**src/rtl/tl_demux_chk.sv**
```systemverilog
`default_nettype none
// ---------------------------------------------------------------------------
// Module      : tl_demux_chk
// Description : Protocol monitor for tl_demux_route. It tracks upstream stalls
//               and raises sticky flags for hold violations and bad selects.
// Revision    : 1.0 - initial release
// ---------------------------------------------------------------------------
module tl_demux_chk #(
  parameter int DATA_W = 8,
  parameter int SEL_W  = 2
) (
  input  logic              clk,
  input  logic              rst_n,
  input  logic              valid_i,
  input  logic              ready_i,
  input  logic [SEL_W-1:0]  sel_i,
  input  logic [DATA_W-1:0] data_i,
  input  logic              sel_ok_i,
  output logic              oob_err_o,
  output logic              proto_err_o
);

  logic              r_stall;
  logic [SEL_W-1:0]  r_sel;
  logic [DATA_W-1:0] r_data;
  logic              r_oob;
  logic              r_proto;
  logic              w_stall_now;
  logic              w_hold_broken;

  assign w_stall_now   = valid_i && !ready_i;
  assign w_hold_broken = !valid_i || (sel_i != r_sel) || (data_i != r_data);

  always_ff @(posedge clk or negedge rst_n) begin
    if (!rst_n) begin
      r_stall <= 1'b0;
      r_sel   <= '0;
      r_data  <= '0;
      r_oob   <= 1'b0;
      r_proto <= 1'b0;
    end else begin
      r_stall <= w_stall_now;
      if (w_stall_now) begin
        r_sel  <= sel_i;
        r_data <= data_i;
      end
      // A stalled beat must be presented unchanged until it is accepted.
      if (r_stall && w_hold_broken) begin
        r_proto <= 1'b1;
      end
      if (valid_i && !sel_ok_i) begin
        r_oob <= 1'b1;
      end
    end
  end

  assign oob_err_o   = r_oob;
  assign proto_err_o = r_proto;

endmodule
`default_nettype wire

```
**src/rtl/tl_demux_route.sv**
```systemverilog
`default_nettype none
// ---------------------------------------------------------------------------
// Module      : tl_demux_route
// Description : Zero-latency 1-to-N valid/ready demultiplexer with a clocked
//               protocol monitor on the upstream side.
// Revision    : 1.0 - initial release
// ---------------------------------------------------------------------------
module tl_demux_route #(
  parameter int N      = 4,
  parameter int DATA_W = 8,
  parameter int SEL_W  = 2
) (
  input  logic                clk,
  input  logic                rst_n,
  input  logic                valid_i,
  output logic                ready_o,
  input  logic [DATA_W-1:0]   data_i,
  input  logic [SEL_W-1:0]    sel_i,
  output logic [N-1:0]        valid_o,
  input  logic [N-1:0]        ready_i,
  output logic [N*DATA_W-1:0] data_o,
  output logic                oob_err_o,
  output logic                proto_err_o
);

  logic [N-1:0] w_hit;
  logic         w_sel_ok;
  logic         w_ready;

  // Decode is independent of ready_i, so valid_o never loops back from ready.
  always_comb begin
    w_hit = '0;
    for (int k = 0; k < N; k++) begin
      w_hit[k] = (sel_i == SEL_W'(k));
    end
  end

  assign w_sel_ok = |w_hit;
  assign valid_o  = valid_i ? w_hit : '0;

  // An out-of-range select is acknowledged so the beat drains instead of hanging.
  always_comb begin
    w_ready = 1'b1;
    for (int k = 0; k < N; k++) begin
      if (w_hit[k]) begin
        w_ready = ready_i[k];
      end
    end
  end

  assign ready_o = w_ready;

  for (genvar k = 0; k < N; k++) begin : g_port
    assign data_o[k*DATA_W +: DATA_W] = data_i;
  end

  tl_demux_chk #(
    .DATA_W (DATA_W),
    .SEL_W  (SEL_W)
  ) u_chk (
    .clk         (clk),
    .rst_n       (rst_n),
    .valid_i     (valid_i),
    .ready_i     (w_ready),
    .sel_i       (sel_i),
    .data_i      (data_i),
    .sel_ok_i    (w_sel_ok),
    .oob_err_o   (oob_err_o),
    .proto_err_o (proto_err_o)
  );

endmodule
`default_nettype wire

```
**config.mk**
```make
export PLATFORM = sky130hd
export DESIGN_NAME = tl_demux_route
export DESIGN_NICKNAME = d
export VERILOG_FILES = /design/src/rtl/tl_demux_chk.sv /design/src/rtl/tl_demux_route.sv
export SDC_FILE = /design/constraint.sdc
export NUM_CORES = 1
export LEC_CHECK = 0
export ABC_AREA = 1
export CAP_MARGIN = 40
export CORE_MARGIN = 10
export CORE_UTILIZATION = 39
export CTS_BUF_LIST = sky130_fd_sc_hd__clkbuf_4 sky130_fd_sc_hd__clkbuf_8
export CTS_CLUSTER_DIAMETER = 60
export DETAILED_ROUTE_END_ITERATION = 7
export PLACE_DENSITY = 0.82
export SETUP_SLACK_MARGIN = 0.02
export SLEW_MARGIN = 30
export SYNTH_ARGS = -nofsm -noshare
export SYNTH_HDL_FRONTEND = slang
export SYNTH_SLANG_ARGS = --single-unit
export TNS_END_PERCENT = 20
```
**constraint.sdc**
```tcl
create_clock -name clk -period 1.3 [get_ports clk]
set_clock_uncertainty 0.1 [all_clocks]
set_input_delay 0.195 -clock clk [delete_from_list [all_inputs] [get_ports clk]]
set_output_delay 0.195 -clock clk [all_outputs]
set_load 0.02 [all_outputs]
```
==> out/results.tsv, run 1 <==
metric	value	unit
outcome	finished clean	
busiest grt layer	met2	
Switching Share	0.357	
WP buf/inv	1	
fin crit share	0.966	
WL per Instance	12.7	microns
total CTS buffers	3	
CTS Root Buffer Type	clkbuf_4	
layout filler cell count	242	
crit-path max cell delay	0.38	ns
Leak	0.803	nW
DRC	0	
die height	70.2	microns
CP required	1.00	ns
compound-gate portion of the synthesized area	0.0724	
row count	18	
#FFs+latches synth	13	
final std cells w/o fill	210	
HPWL after DPL	2.16	mm
register area share after synthesis	0.330	
Longest Clk Path Bufs	2	
RePlAce Congestion	0.935	
Clk network pwr share	0.221	
first-pass GRT wire length	4.27	mm
RSZ-0062 raised after global routing	yes	
CTS H-tree lvls	1	
Post-Synth XOR/XNOR Area	0.0178	
mux cell area share after synthesis	0	
Register Area	325	sq um
share of cells above drive strength 1	0.444	
DIE AREA	4930	sq um
antenna violations before repair	0	
drt pass-1 iters	4	
vias	918	
Netlist Area Pre-Place	985	sq um
Crit. End Element	output port	
internal power	0.799	mW
ant diodes	0	
main combinational cell family by area after synthesis	buffers and inverters	
M2 GR Usage	0.183	
Slew headroom	0.844	
core area	2430	sq um
Synth Flop Type	dfrtp_1	
Inst Count DP	206	
Post-Synth Adder-Cell Area	0	
EDFF count, synth	0	
vias in the first global route	952	
footprint of the multi-input gates	350	sq um
clock slew at reported path FFs	0.08	ns
clock period minus worst slack	1.26	ns
Setup violations, final	0	
fmax	796	MHz
Pins Over Slew Limit	0	
largest net degree at the start of global routing	18	
CTS tree	done	
GRT Util Overall	0.103	
Netlist cell types	18	
antenna-violating nets left	0	
GR Util met3	0.0424	
Vias/cell	4.37	
CP Class	flip-flop to output port	
asr flop ratio synth	1.00	
grt ovf	0	
met1 usage	0.108	
most frequent cells in the layout	39 x nand2_1, 30 x buf_2, 22 x buf_4, 16 x inv_1, 13 x dfrtp_1	
power per cell area	908	nW/um^2
Detailed Route Iter0 Violations	39	
top cells by area, synth	dfrtp_1 33%, buf_4 24%, nand2_1 15%	
Syn. warnings	0	
Synth Area in Simple Gates	0.244	
# IOs	56	
syn_nets	152	
Mapped Cells	135	
slowest cell on the critical path	dfrtp_1	
Peak VDD IR	0.000540	V
port bufs	55	
critical path's top delay family	flip-flops	
CTS sink cnt	13	
Psw	0.443	mW
Reg power frac	0.398	
Initial Util	0.405	
Synth top area share	0.330	
CP arrival	0.96	ns
worst slew pin tran	0.234	ns
most common cell after layout, fill and taps aside	nand2_1	
Logic pwr share	0.381	
syn_area_per_cell	7.29	sq um
Placement Setup Slack	-0.728	ns
Post-Route WL	2.67	mm
synthesis-to-finish area growth	38.9	%
crit path launch type	flip-flop	
CP cell instances	clkdlybuf4s15_1	
Hold Slack	0.116	ns
endpoints failing hold	0	
Max FO, Critical Path	2	
final setup margin	0.0445	ns
count of nets after finishing	198	
Hold Crit Class	input port to async pin	
max-cap viol count	0	
clk_lat worst skew	0.28	ns
total design power	1.24	mW
largest area contributor in the netlist	dfrtp_1	
die width	70.2	microns
==> cells in the mapped netlist (2+ instances only) <==
master and number:
nand3_1 5, nor2_1 5, dfrtp_1 13, nor3_1 4, xnor2_1 2, buf_4 32, inv_2 3, inv_1 17
o21ai_2 7, nand2_1 39
==> routing by layer <==
metal,part of all wire,up-vias
met5,0,-
met4,0.0083,0
met3,0.095,2
met2,0.51,39
met1,0.39,411
li1,-,466
==> power groups by stage <==
stage / registers, mW / logic (mW) / clock network [mW]
finish: 0.495 / 0.473 / 0.275
global route: 0.502 / 0.527 / 0.296
CTS: 0.494 / 0.480 / 0.279
detailed placement: 0.503 / 0.527 / 0
global placement: 0.498 / 0.511 / 0
floorplan: 0.495 / 0.331 / 0
==> path summary, 6_finish.rpt <==
kind                                                from                             to  slack (ns)  cells past startpoint
min reg2reg                  u_chk.oob_err_o$_DFFE_PN0P_    u_chk.oob_err_o$_DFFE_PN0P_        0.28                      0
min in group clk                               data_i[6]    u_chk.r_data[6]$_DFFE_PN0P_        0.21                      4
max reg2reg                  u_chk.r_data[6]$_DFFE_PN0P_  u_chk.proto_err_o$_DFFE_PN0P_        0.14                      6
max                        u_chk.proto_err_o$_DFFE_PN0P_                    proto_err_o        0.04                      1
min                                                rst_n    u_chk.r_data[5]$_DFFE_PN0P_        0.12                      2
max in group asynchronous                          rst_n     u_chk.r_sel[1]$_DFFE_PN0P_        0.82                      2
==> timing repair <==
item / in CTS / in global routing
pin swaps: 6 / 1
hold buffers: 0 / 0
resized for setup: 175 / 5
setup buffers: 0 / 0
endpoints found under the setup margin: 51 / 3
==> cell type report <==
class / instances / area share
clock buffers: 4 / 0.0220
repair buffers: 75 / 0.402
well taps: 30 / 0.0274
flip-flops and latches: 13 / 0.238
inverters: 20 / 0.0549
multi-input cells: 68 / 0.256
==> stage by stage <==
stage                     TNS [ns]  utilization  cell area, sq um
after floorplan                  0            -               985
final                            0        0.562              1370
after global placement      -19.23        0.603              1470
after CTS                        0        0.561              1360
after global routing             0        0.562              1370
after detailed placement    -21.23        0.603              1470
==> registers in the layout, summed over array words and instances (netlist names) <==
| signal | count |
|---|---|
| u_chk.r_stall | 1 |
| u_chk.r_data | 8 |
| u_chk.oob_err_o | 1 |
| u_chk.proto_err_o | 1 |
| u_chk.r_sel | 2 |
==> logic make-up after synthesis <==
family,after synthesis
and+or+nand+nor,57
xor gates and xnor gates,2
buffers and inverters,54
DFF,13
AOI/OAI and AO/OA,9
(Power assumes the default switching activity.)
==> run 2: changes to the inputs <==
CORE_MARGIN = 3   (was 10)
==> run 2 against run 1 <==
  * The run now ends with setup timing left
  * Cell count fell by 1.4%
  * Hold slack improved by 0.020 ns
  * Sequential power rose by 1%
  * Clock-buffer cell count fell by 1
  * Critical endpoint is now ready_o
  * Critical path type is now input port to output port
  * Clock power fell by 11%
==> out/results.tsv, run 2 (synthesis results as in run 1) <==
metric	value	unit
outcome	finished, violations left	
failing checks	setup timing	
Leak	0.788	nW
first-pass GRT wire length	3.89	mm
die width	56.2	microns
Max FO, Critical Path	2	
CTS sink cnt	13	
Crit. End Element	output port	
Largest regs	u_chk.r_data (8), u_chk.r_sel (2)	
Post-Route WL	2.34	mm
Slew headroom	0.860	
final setup margin	-0.0489	ns
Detailed Route Iter0 Violations	21	
final core occ	0.578	
Logic pwr share	0.382	
endpoints failing hold	0	
max-cap viol count	0	
share of cells above drive strength 1	0.408	
most common cell after layout, fill and taps aside	nand2_1	
worst slew pin tran	0.212	ns
vias in the first global route	889	
RSZ-0062 raised after global routing	yes	
synthesis-to-finish area growth	34.9	%
Hold Crit Class	input port to async pin	
max FFs per register	8	
CTS tree	done	
Vias/cell	4.38	
Initial Util	0.429	
Switching Share	0.363	
Reg power frac	0.414	
port bufs	55	
Largest Register	u_chk.r_data	
ant diodes	0	
total design power	1.21	mW
Longest Clk Path Bufs	2	
antenna violations before repair	0	
DRC	0	
fin crit share	1.04	
largest net degree at the start of global routing	18	
footprint of the multi-input gates	338	sq um
count of nets after finishing	197	
layout filler cell count	218	
Pins Over Slew Limit	0	
vias	907	
total CTS buffers	3	
CTS H-tree lvls	1	
crit path launch type	input port	
clock slew at reported path FFs	0.09	ns
Psw	0.437	mW
CP Class	input port to output port	
DIE AREA	3160	sq um
post-CTS setup buffer count	0	
die height	56.2	microns
Peak VDD IR	0.000646	V
CP required	1.00	ns
power per cell area	908	nW/um^2
grt ovf	0	
most frequent cells in the layout	39 x nand2_1, 28 x buf_2, 19 x buf_4, 16 x inv_1, 13 x dfrtp_1	
CP arrival	1.05	ns
Setup violations, final	1	
clock period minus worst slack	1.35	ns
Clk network pwr share	0.203	
RePlAce Congestion	0.730	
row count	17	
Register Area	325	sq um
fmax	741	MHz
# IOs	56	
CTS Root Buffer Type	clkbuf_4	
GRT Util Overall	0.149	
internal power	0.769	mW
clk_lat worst skew	0.27	ns
core area	2300	sq um
HPWL after DPL	1.93	mm
reg2reg setup slack	0.15	ns
WL per Instance	11.3	microns
drt pass-1 iters	4	
antenna-violating nets left	0	
## run 2: worst max-delay path: stages
cell and delay, ns:
clkdlybuf4s50_1 0.40, nand3_1 0.08, nand2_1 0.06, nor2_2 0.12
inv_1 0.04, buf_2 0.15
## run 2: final cells by class
class                   count  area share
flip-flops and latches     13       0.245
inverters                  20      0.0603
clock buffers               3      0.0169
well taps                  28      0.0264
clock inverters             1     0.00377
repair buffers             74       0.394
multi-input cells          68       0.254
## run 2: worst paths after layout
| check | end | cells past startpoint | start |
|---|---|---|---|
| hold / removal | u_chk.r_data[4]$_DFFE_PN0P_ | 2 | rst_n |
| max in group asynchronous | u_chk.r_data[1]$_DFFE_PN0P_ | 2 | rst_n |
| setup / recovery | ready_o | 6 | ready_i[3] |
| setup reg to reg | u_chk.proto_err_o$_DFFE_PN0P_ | 9 | u_chk.r_data[5]$_DFFE_PN0P_ |
| min in group clk | u_chk.r_data[0]$_DFFE_PN0P_ | 4 | data_i[0] |
| hold reg to reg | u_chk.oob_err_o$_DFFE_PN0P_ | 0 | u_chk.oob_err_o$_DFFE_PN0P_ |
## run 2: power groups by stage
stage / Clock [mW] / Combinational [mW] / Sequential [mW]
after detailed placement: 0 / 0.520 / 0.505
after global placement: 0 / 0.505 / 0.499
after CTS: 0.257 / 0.472 / 0.498
final: 0.245 / 0.461 / 0.500
after global routing: 0.281 / 0.510 / 0.506
after floorplan: 0 / 0.331 / 0.495
## run 2: what timing repair did
| item | 4_1_cts | 5_1_grt |
|---|---|---|
| endpoints found under the setup margin | 51 | 14 |
| hold buffers | 0 | 0 |
| resized for setup | 138 | 19 |
| pin swaps | 0 | 1 |
## run 2: per-layer routing
metal	share of wire	global-route usage	up-vias
met2	0.58	0.297	24
met3	0.044	0.0371	0
met5	0	0	-
met1	0.38	0.160	419
li1	-	-	464
met4	0	0.0169	0
## run 2: through the flow
| step | setup TNS [ns] | area, sq um | setup slack, ns | hold slack [ns] | std cells |
|---|---|---|---|---|---|
| 2_1_floorplan | 0 | 985 | 0.249 | -0.201 | 135 |
| 3_3_place_gp | -19.22 | 1460 | -0.656 | 0.272 | 203 |
| 3_5_place_dp | -21.18 | 1460 | -0.729 | 0.271 | 203 |
| 4_1_cts | -0.451 | 1350 | -0.0803 | 0.144 | 207 |
| 5_1_grt | -0.107 | 1330 | -0.107 | 0.137 | 207 |
| 6_report | -0.0489 | 1330 | -0.0489 | 0.136 | 207 |
==> run 3: changes to the inputs <==
SLEW_MARGIN = 20   (was 30)
==> results of run 3 <==
Final layout, timing and power as in run 2 (identical DEF).
